### config.mk
export PLATFORM = sky130hd
export DESIGN_NAME = pipe_stage_ctrl_flat
export DESIGN_NICKNAME = d
export VERILOG_FILES = /design/src/rtl/pipe_stage_ctrl_if.sv /design/src/rtl/pipe_stage_ctrl.sv /design/src/flat_wrapper.sv
export SDC_FILE = /design/constraint.sdc
export NUM_CORES = 1
export LEC_CHECK = 0
export ABC_AREA = 1
export BUFFER_PORTS_ARGS = -buffer_cell sky130_fd_sc_hd__buf_4
export CORE_ASPECT_RATIO = 0.9
export CORE_MARGIN = 2
export CORE_UTILIZATION = 35
export DETAILED_ROUTE_END_ITERATION = 7
export SETUP_SLACK_MARGIN = 0.05
export SLEW_MARGIN = 20
export SYNTH_ARGS = -nofsm -noshare
export SYNTH_HDL_FRONTEND = slang
export SYNTH_SLANG_ARGS = --single-unit
### constraint.sdc
create_clock -name clk -period 0.99 [get_ports clk]
set_input_delay 0.0495 -clock clk [delete_from_list [all_inputs] [get_ports clk]]
set_output_delay 0.0495 -clock clk [all_outputs]
set_load 0.01 [all_outputs]
### src/rtl/pipe_stage_ctrl_if.sv
// Handshake, control and observation bundle for pipe_stage_ctrl.
// master drives the instruction stream and per-stage requests; slave is the pipeline controller.
interface pipe_stage_ctrl_if #(
    parameter int unsigned STAGES = 4,
    parameter int unsigned DATA_W = 64,
    parameter int unsigned REG_AW = 3
);
    logic                       in_valid;
    logic [DATA_W-1:0]          in_data;
    logic [REG_AW-1:0]          in_dst;
    logic                       in_wen;
    logic                       in_ready;
    logic [STAGES-1:0]          stall_req;
    logic [STAGES-1:0]          flush_req;
    logic [STAGES-1:0]          stage_valid;
    logic [STAGES*DATA_W-1:0]   stage_data;
    logic                       out_valid;
    logic [DATA_W-1:0]          out_data;
    logic [REG_AW-1:0]          src_a;
    logic [REG_AW-1:0]          src_b;
    logic [STAGES-1:0]          fwd_a_sel;
    logic [STAGES-1:0]          fwd_b_sel;

    modport master (
        output in_valid, in_data, in_dst, in_wen, stall_req, flush_req, src_a, src_b,
        input  in_ready, stage_valid, stage_data, out_valid, out_data, fwd_a_sel, fwd_b_sel
    );

    modport slave (
        input  in_valid, in_data, in_dst, in_wen, stall_req, flush_req, src_a, src_b,
        output in_ready, stage_valid, stage_data, out_valid, out_data, fwd_a_sel, fwd_b_sel
    );
endinterface

### src/rtl/pipe_stage_ctrl.sv
// Pipeline-register chain with centralised stall, bubble, flush and forwarding lookup.
// Optional PIPE_STAGE_CTRL_PERF_EN adds saturating stall/flush event counters.
module pipe_stage_ctrl #(
    parameter int unsigned       STAGES = 4,
    parameter int unsigned       DATA_W = 64,
    parameter int unsigned       REG_AW = 3,
    parameter logic [DATA_W-1:0] BUBBLE = '0
) (
    input  logic              clk,
    input  logic              rst,
    pipe_stage_ctrl_if.slave  bus
`ifdef PIPE_STAGE_CTRL_PERF_EN
    ,
    output logic [31:0]       perf_stall_cnt,
    output logic [31:0]       perf_flush_cnt
`endif
);

    typedef struct packed {
        logic              valid;
        logic              wen;
        logic [REG_AW-1:0] dst;
        logic [DATA_W-1:0] data;
    } stage_t;

    localparam stage_t EMPTY = '{valid: 1'b0, wen: 1'b0, dst: '0, data: BUBBLE};

    stage_t            st_q [STAGES];
    stage_t            st_d [STAGES];
    stage_t            prev [STAGES];
    logic [STAGES-1:0] hold;
    logic [STAGES-1:0] kill;
    logic [STAGES-1:0] stall_prev;
    logic [STAGES-1:0] valid_vec;

    // A stall freezes itself and everything younger; a flush kills everything younger.
    always_comb begin
        hold = '0;
        kill = '0;
        for (int k = 0; k < STAGES; k++) begin
            for (int j = k; j < STAGES; j++)
                hold[k] = hold[k] | bus.stall_req[j];
            for (int j = k + 1; j < STAGES; j++)
                kill[k] = kill[k] | bus.flush_req[j];
        end
    end

    assign stall_prev = {bus.stall_req[STAGES-2:0], 1'b0};

    // Upstream source for each stage; an idle input slot enters as a bubble.
    always_comb begin
        for (int k = 0; k < STAGES; k++)
            prev[k] = EMPTY;
        if (bus.in_valid)
            prev[0] = '{valid: 1'b1, wen: bus.in_wen, dst: bus.in_dst, data: bus.in_data};
        for (int k = 1; k < STAGES; k++)
            prev[k] = st_q[k-1];
    end

    always_comb begin
        for (int k = 0; k < STAGES; k++) begin
            st_d[k] = prev[k];
            if (kill[k])
                st_d[k] = EMPTY;
            else if (hold[k])
                st_d[k] = st_q[k];
            else if (stall_prev[k])
                st_d[k] = EMPTY;
        end
    end

    always_ff @(posedge clk or negedge rst) begin
        if (!rst) begin
            for (int k = 0; k < STAGES; k++)
                st_q[k] <= EMPTY;
        end else begin
            for (int k = 0; k < STAGES; k++)
                st_q[k] <= st_d[k];
        end
    end

    always_comb begin
        valid_vec      = '0;
        bus.stage_data = '0;
        for (int k = 0; k < STAGES; k++) begin
            valid_vec[k]                           = st_q[k].valid;
            bus.stage_data[k*DATA_W +: DATA_W]     = st_q[k].data;
        end
    end

    assign bus.stage_valid = valid_vec;
    assign bus.out_valid   = st_q[STAGES-1].valid;
    assign bus.out_data    = st_q[STAGES-1].data;
    assign bus.in_ready    = ~hold[0] | kill[0];

    // Scan oldest to youngest so the youngest match is the one left standing.
    always_comb begin
        bus.fwd_a_sel = '0;
        bus.fwd_b_sel = '0;
        for (int k = STAGES - 1; k >= 0; k--) begin
            if (st_q[k].valid && st_q[k].wen && (st_q[k].dst == bus.src_a))
                bus.fwd_a_sel = STAGES'(1) << k;
            if (st_q[k].valid && st_q[k].wen && (st_q[k].dst == bus.src_b))
                bus.fwd_b_sel = STAGES'(1) << k;
        end
    end

`ifdef PIPE_STAGE_CTRL_PERF_EN
    always_ff @(posedge clk or negedge rst) begin
        if (!rst) begin
            perf_stall_cnt <= '0;
            perf_flush_cnt <= '0;
        end else begin
            if ((|bus.stall_req) && (perf_stall_cnt != 32'hFFFF_FFFF))
                perf_stall_cnt <= perf_stall_cnt + 32'd1;
            if ((|(kill & valid_vec)) && (perf_flush_cnt != 32'hFFFF_FFFF))
                perf_flush_cnt <= perf_flush_cnt + 32'd1;
        end
    end
`endif

endmodule
### src/flat_wrapper.sv
// flat-port wrapper written by rule: the top's interface ports become plain ports
module pipe_stage_ctrl_flat 
#(
    parameter int unsigned       STAGES = 4,
    parameter int unsigned       DATA_W = 64,
    parameter int unsigned       REG_AW = 3,
    parameter logic [DATA_W-1:0] BUBBLE = '0
)
  (clk, rst, bus_in_valid, bus_in_data, bus_in_dst, bus_in_wen, bus_stall_req, bus_flush_req, bus_src_a, bus_src_b, bus_in_ready, bus_stage_valid, bus_stage_data, bus_out_valid, bus_out_data, bus_fwd_a_sel, bus_fwd_b_sel);
  pipe_stage_ctrl_if #(.STAGES(STAGES), .DATA_W(DATA_W), .REG_AW(REG_AW)) bus_i ();
  input  logic clk;
  input  logic rst;
  input wire logic [$bits(bus_i.in_valid)-1:0] bus_in_valid;
  input wire logic [$bits(bus_i.in_data)-1:0] bus_in_data;
  input wire logic [$bits(bus_i.in_dst)-1:0] bus_in_dst;
  input wire logic [$bits(bus_i.in_wen)-1:0] bus_in_wen;
  input wire logic [$bits(bus_i.stall_req)-1:0] bus_stall_req;
  input wire logic [$bits(bus_i.flush_req)-1:0] bus_flush_req;
  input wire logic [$bits(bus_i.src_a)-1:0] bus_src_a;
  input wire logic [$bits(bus_i.src_b)-1:0] bus_src_b;
  output wire logic [$bits(bus_i.in_ready)-1:0] bus_in_ready;
  output wire logic [$bits(bus_i.stage_valid)-1:0] bus_stage_valid;
  output wire logic [$bits(bus_i.stage_data)-1:0] bus_stage_data;
  output wire logic [$bits(bus_i.out_valid)-1:0] bus_out_valid;
  output wire logic [$bits(bus_i.out_data)-1:0] bus_out_data;
  output wire logic [$bits(bus_i.fwd_a_sel)-1:0] bus_fwd_a_sel;
  output wire logic [$bits(bus_i.fwd_b_sel)-1:0] bus_fwd_b_sel;
  assign bus_i.in_valid = bus_in_valid;
  assign bus_i.in_data = bus_in_data;
  assign bus_i.in_dst = bus_in_dst;
  assign bus_i.in_wen = bus_in_wen;
  assign bus_i.stall_req = bus_stall_req;
  assign bus_i.flush_req = bus_flush_req;
  assign bus_i.src_a = bus_src_a;
  assign bus_i.src_b = bus_src_b;
  assign bus_in_ready = bus_i.in_ready;
  assign bus_stage_valid = bus_i.stage_valid;
  assign bus_stage_data = bus_i.stage_data;
  assign bus_out_valid = bus_i.out_valid;
  assign bus_out_data = bus_i.out_data;
  assign bus_fwd_a_sel = bus_i.fwd_a_sel;
  assign bus_fwd_b_sel = bus_i.fwd_b_sel;
  pipe_stage_ctrl #(.STAGES(STAGES), .DATA_W(DATA_W), .REG_AW(REG_AW), .BUBBLE(BUBBLE)) u_core (.clk(clk), .rst(rst), .bus(bus_i));
endmodule
==> results.md <==
* Post-synthesis simple-gate area fraction at 9.80%
* Initial DRT Pass Iterations at 5
* Final setup margin at -0.691 ns
* Endpoint class of the critical path: output pin
* Die width at 211 µm
* Netlist cell types at 24
* Reg area at 6930 µm²
* Worst Setup Start Kind: register
* Max-cap viol count at 0
* Warnings from Yosys at 0
* WS Path Type: register to output pin
* FF-to-FF Start: u_core.bus.stage_data[50]$_DFFE_PN0P_
* Sequential share of the synthesized area at 51.3%
* Count leader, synth: buf_4
* HP Class: input port to register
* Crit Path Max Fanout at 4
* Avg WL per Cell at 17.3 µm
* Post-route minimum period at 1.68 ns
* Mapped Area at 13,500 µm²
* WL final at 40.4 mm
* RSZ-0062 raised after global routing: true
* Crit path from: u_core.prev[135]$_DFFE_PN0P_
* CTS tree: built
* Die area at 40,000 µm²
* Skew-Pair Late Insertion Delay at 0.56 ns
* TritonCTS Sinks at 276
* Hold Startpoint: bus_stall_req[0]
* Worst slew pin tran at 0.479 ns
* Post-CTS Hold Buffers at 71
* Peak supply drop at 1.34 mV
* Cell taking the most area after synthesis: dfrtp_1
* CP required at 0.94 ns
* Post-synthesis adder-cell area fraction at 0%
* Setup WS pre-CTS at -0.324 ns
* Nets at 1,909
* F_max at 0.595 GHz
* H-tree depth at 1
* Synth top area share at 51.3%
* Inst Count DP at 2,069
* Grt total ovfl at 0
* Core box area at 38,100 µm²
* TNS Setup at -55.62 ns
* Multiplexer share of the synthesized area at 0%
* Clk_skew at 0.00817 ns
* CP arrival at 1.63 ns
* Synth Flop Type: dfrtp_1
* Register bit total from synthesis at 276
* Share of layout cells above drive strength 1 at 43.1%
* Max clock buf depth at 3
* Post-synthesis compound-gate area fraction at 12.1%
* Post-synth ARST share at 100%
* Largest net degree at the start of global routing at 47
* Placer congestion estimate at 0.870
* Hold slack at -0.0245 ns
* # fillers at 3,374
* Setup violations, final at 333
* I/O pins at 419
* Overall routing resource usage at 19.5%
* Max-slew violations at 0
* Top cells by area, synth: dfrtp_1 51%, buf_4 18%, inv_1 6.3%
* Mapped Cells at 1,482
* Vias in the first global route at 10,700
* Post-synth EDFFs at 0
* Row count at 68
* Clk slew on worst S/H paths at 0.06 ns
* # DRC at 0
* Final Hold Viols at 12
* Clock root cell: clkbuf_16
* Power per cell area at 1250 nW/µm²
* Rel. slew slack at 68.1%
* Syn-to-layout area delta at 44.8%
* Syn_area_per_cell at 9.08 µm²
* Post-route ant nets at 0
* Num CTS Buffers at 30
* XOR/XNOR Fraction of Synth Area at 0.0651%
* DR vias at 10,500
* Run status: finished with violations
* Via-to-Cell Ratio at 4.47
* Initial antenna violation count at 2
* Final Cycle Share at 170%
* Post-DP HPWL at 27.5 mm
* Global-route wire length before repair at 61.3 mm
* Die height at 190 µm
* DRT iter0 DRCs at 499
* Top cells by count, synth: 329 x buf_4, 276 x dfrtp_1, 225 x inv_1
* Fin cells at 2,340
* Multi-input gate area at 3100 µm²
* Synth Net Count at 1,567
* Initial Util at 35.3%
* Failing checks: negative hold slack, negative setup slack
* Fin util at 51.1%
* IO buf count at 417
* Largest family of logic cells by synthesized area: buffers and inverters
* Pleak at 9.57 nW
-- stage by stage --
stage               power [W]  area (µm²)
CTS                    0.0247       19100
finish                 0.0244       19500
floorplan              0.0119       13500
detailed placement     0.0129       15300
global route           0.0253       19500
global placement       0.0129       15300
-- registers in the layout, indices dropped and copies added, names as in the netlist --
register and count:
u_core.prev 12, u_core.bus.stage_valid 3, u_core.bus.stage_data 192, u_core.st_q 4, u_core.bus.out_data 64, u_core.bus.out_valid 1
-- cells by family (layout without fill, tap and decap cells) --
family / after synthesis / in the layout
XOR/XNOR: 1 / 1
buffers and inverters: 614 / 980
other: 0 / 2
AO/OA/AOI/OAI: 277 / 277
AND/OR/NAND/NOR: 314 / 314
flip-flops: 276 / 276
-- final cells by class --
class	count	area share [%]
Sequential cell	276	35.5
Clock inverter	15	0.713
Antenna cell	2	0.0257
Tap cell	490	3.15
Inverter	226	4.35
Multi-Input combinational cell	592	15.9
Timing Repair Buffer	698	35.8
Clock buffer	41	4.53
-- timing repair --
item                                    4_1_cts  5_1_grt
setup buffers                               106       45
gates resized for setup                     350       65
endpoints found under the setup margin      334      344
endpoints found under the hold margin       364        8
pin swaps                                    14       12
-- layout by cell type (no fill, tap or decap), types with 3 or more instances in the layout --
cell type      instances
inv_2                 15
clkbuf_16             31
dfrtp_2               16
clkbuf_8               7
nor2_2                13
nand3_2                5
nand3_1               61
o21ai_0              133
clkbuf_1               3
nand2_2               17
nor2_1                11
o21ai_1               27
buf_4                268
nand2_1              195
nand4_1                3
o22ai_1               74
inv_1                211
dfrtp_1              260
buf_12                23
o21ai_2               40
dlygate4sd3_1         70
clkinvlp_4             4
clkinv_2               8
buf_6                335
nor2_4                 3
-- critical path, cell delays in order (launching register included) --
cell	delay [ns]
dfrtp_1	0.41
inv_2	0.11
nand2_2	0.07
nand2_2	0.06
nor2_2	0.04
nand2_2	0.09
nand2_2	0.07
nor2_2	0.11
buf_4	0.12
-- path summary, 6_finish.rpt --
path                                                           to  slack [ns]  cells past startpoint
hold / removal              u_core.bus.stage_data[68]$_DFFE_PN0P_       -0.02                      5
setup reg to reg           u_core.bus.stage_data[114]$_DFFE_PN0P_        0.05                      4
min in group asynchronous     u_core.bus.out_data[27]$_DFFE_PN0N_        0.04                      2
setup / recovery                                 bus_fwd_a_sel[2]       -0.69                      8
hold reg to reg                       u_core.st_q[67]$_DFFE_PN0N_        0.51                      2
max in group asynchronous            u_core.prev[133]$_DFFE_PN0P_        0.39                      3
-- per-layer routing --
layer | vias up | routed length, µm | global-route usage [%]
li1 | 5022 | - | -
met1 | 5043 | 17300 | 26.0
met2 | 326 | 19800 | 32.7
met3 | 64 | 2230 | 3.58
met4 | 0 | 1100 | 5.66
met5 | - | 0 | 0
-- where the power goes --
part           total (W)  internal, W  switching [W]
combinational    0.00164     0.000716       0.000927
sequential        0.0113       0.0113     0.00000545
clock             0.0114      0.00675        0.00469
total             0.0244       0.0188        0.00563
(Power assumes the default switching activity.)
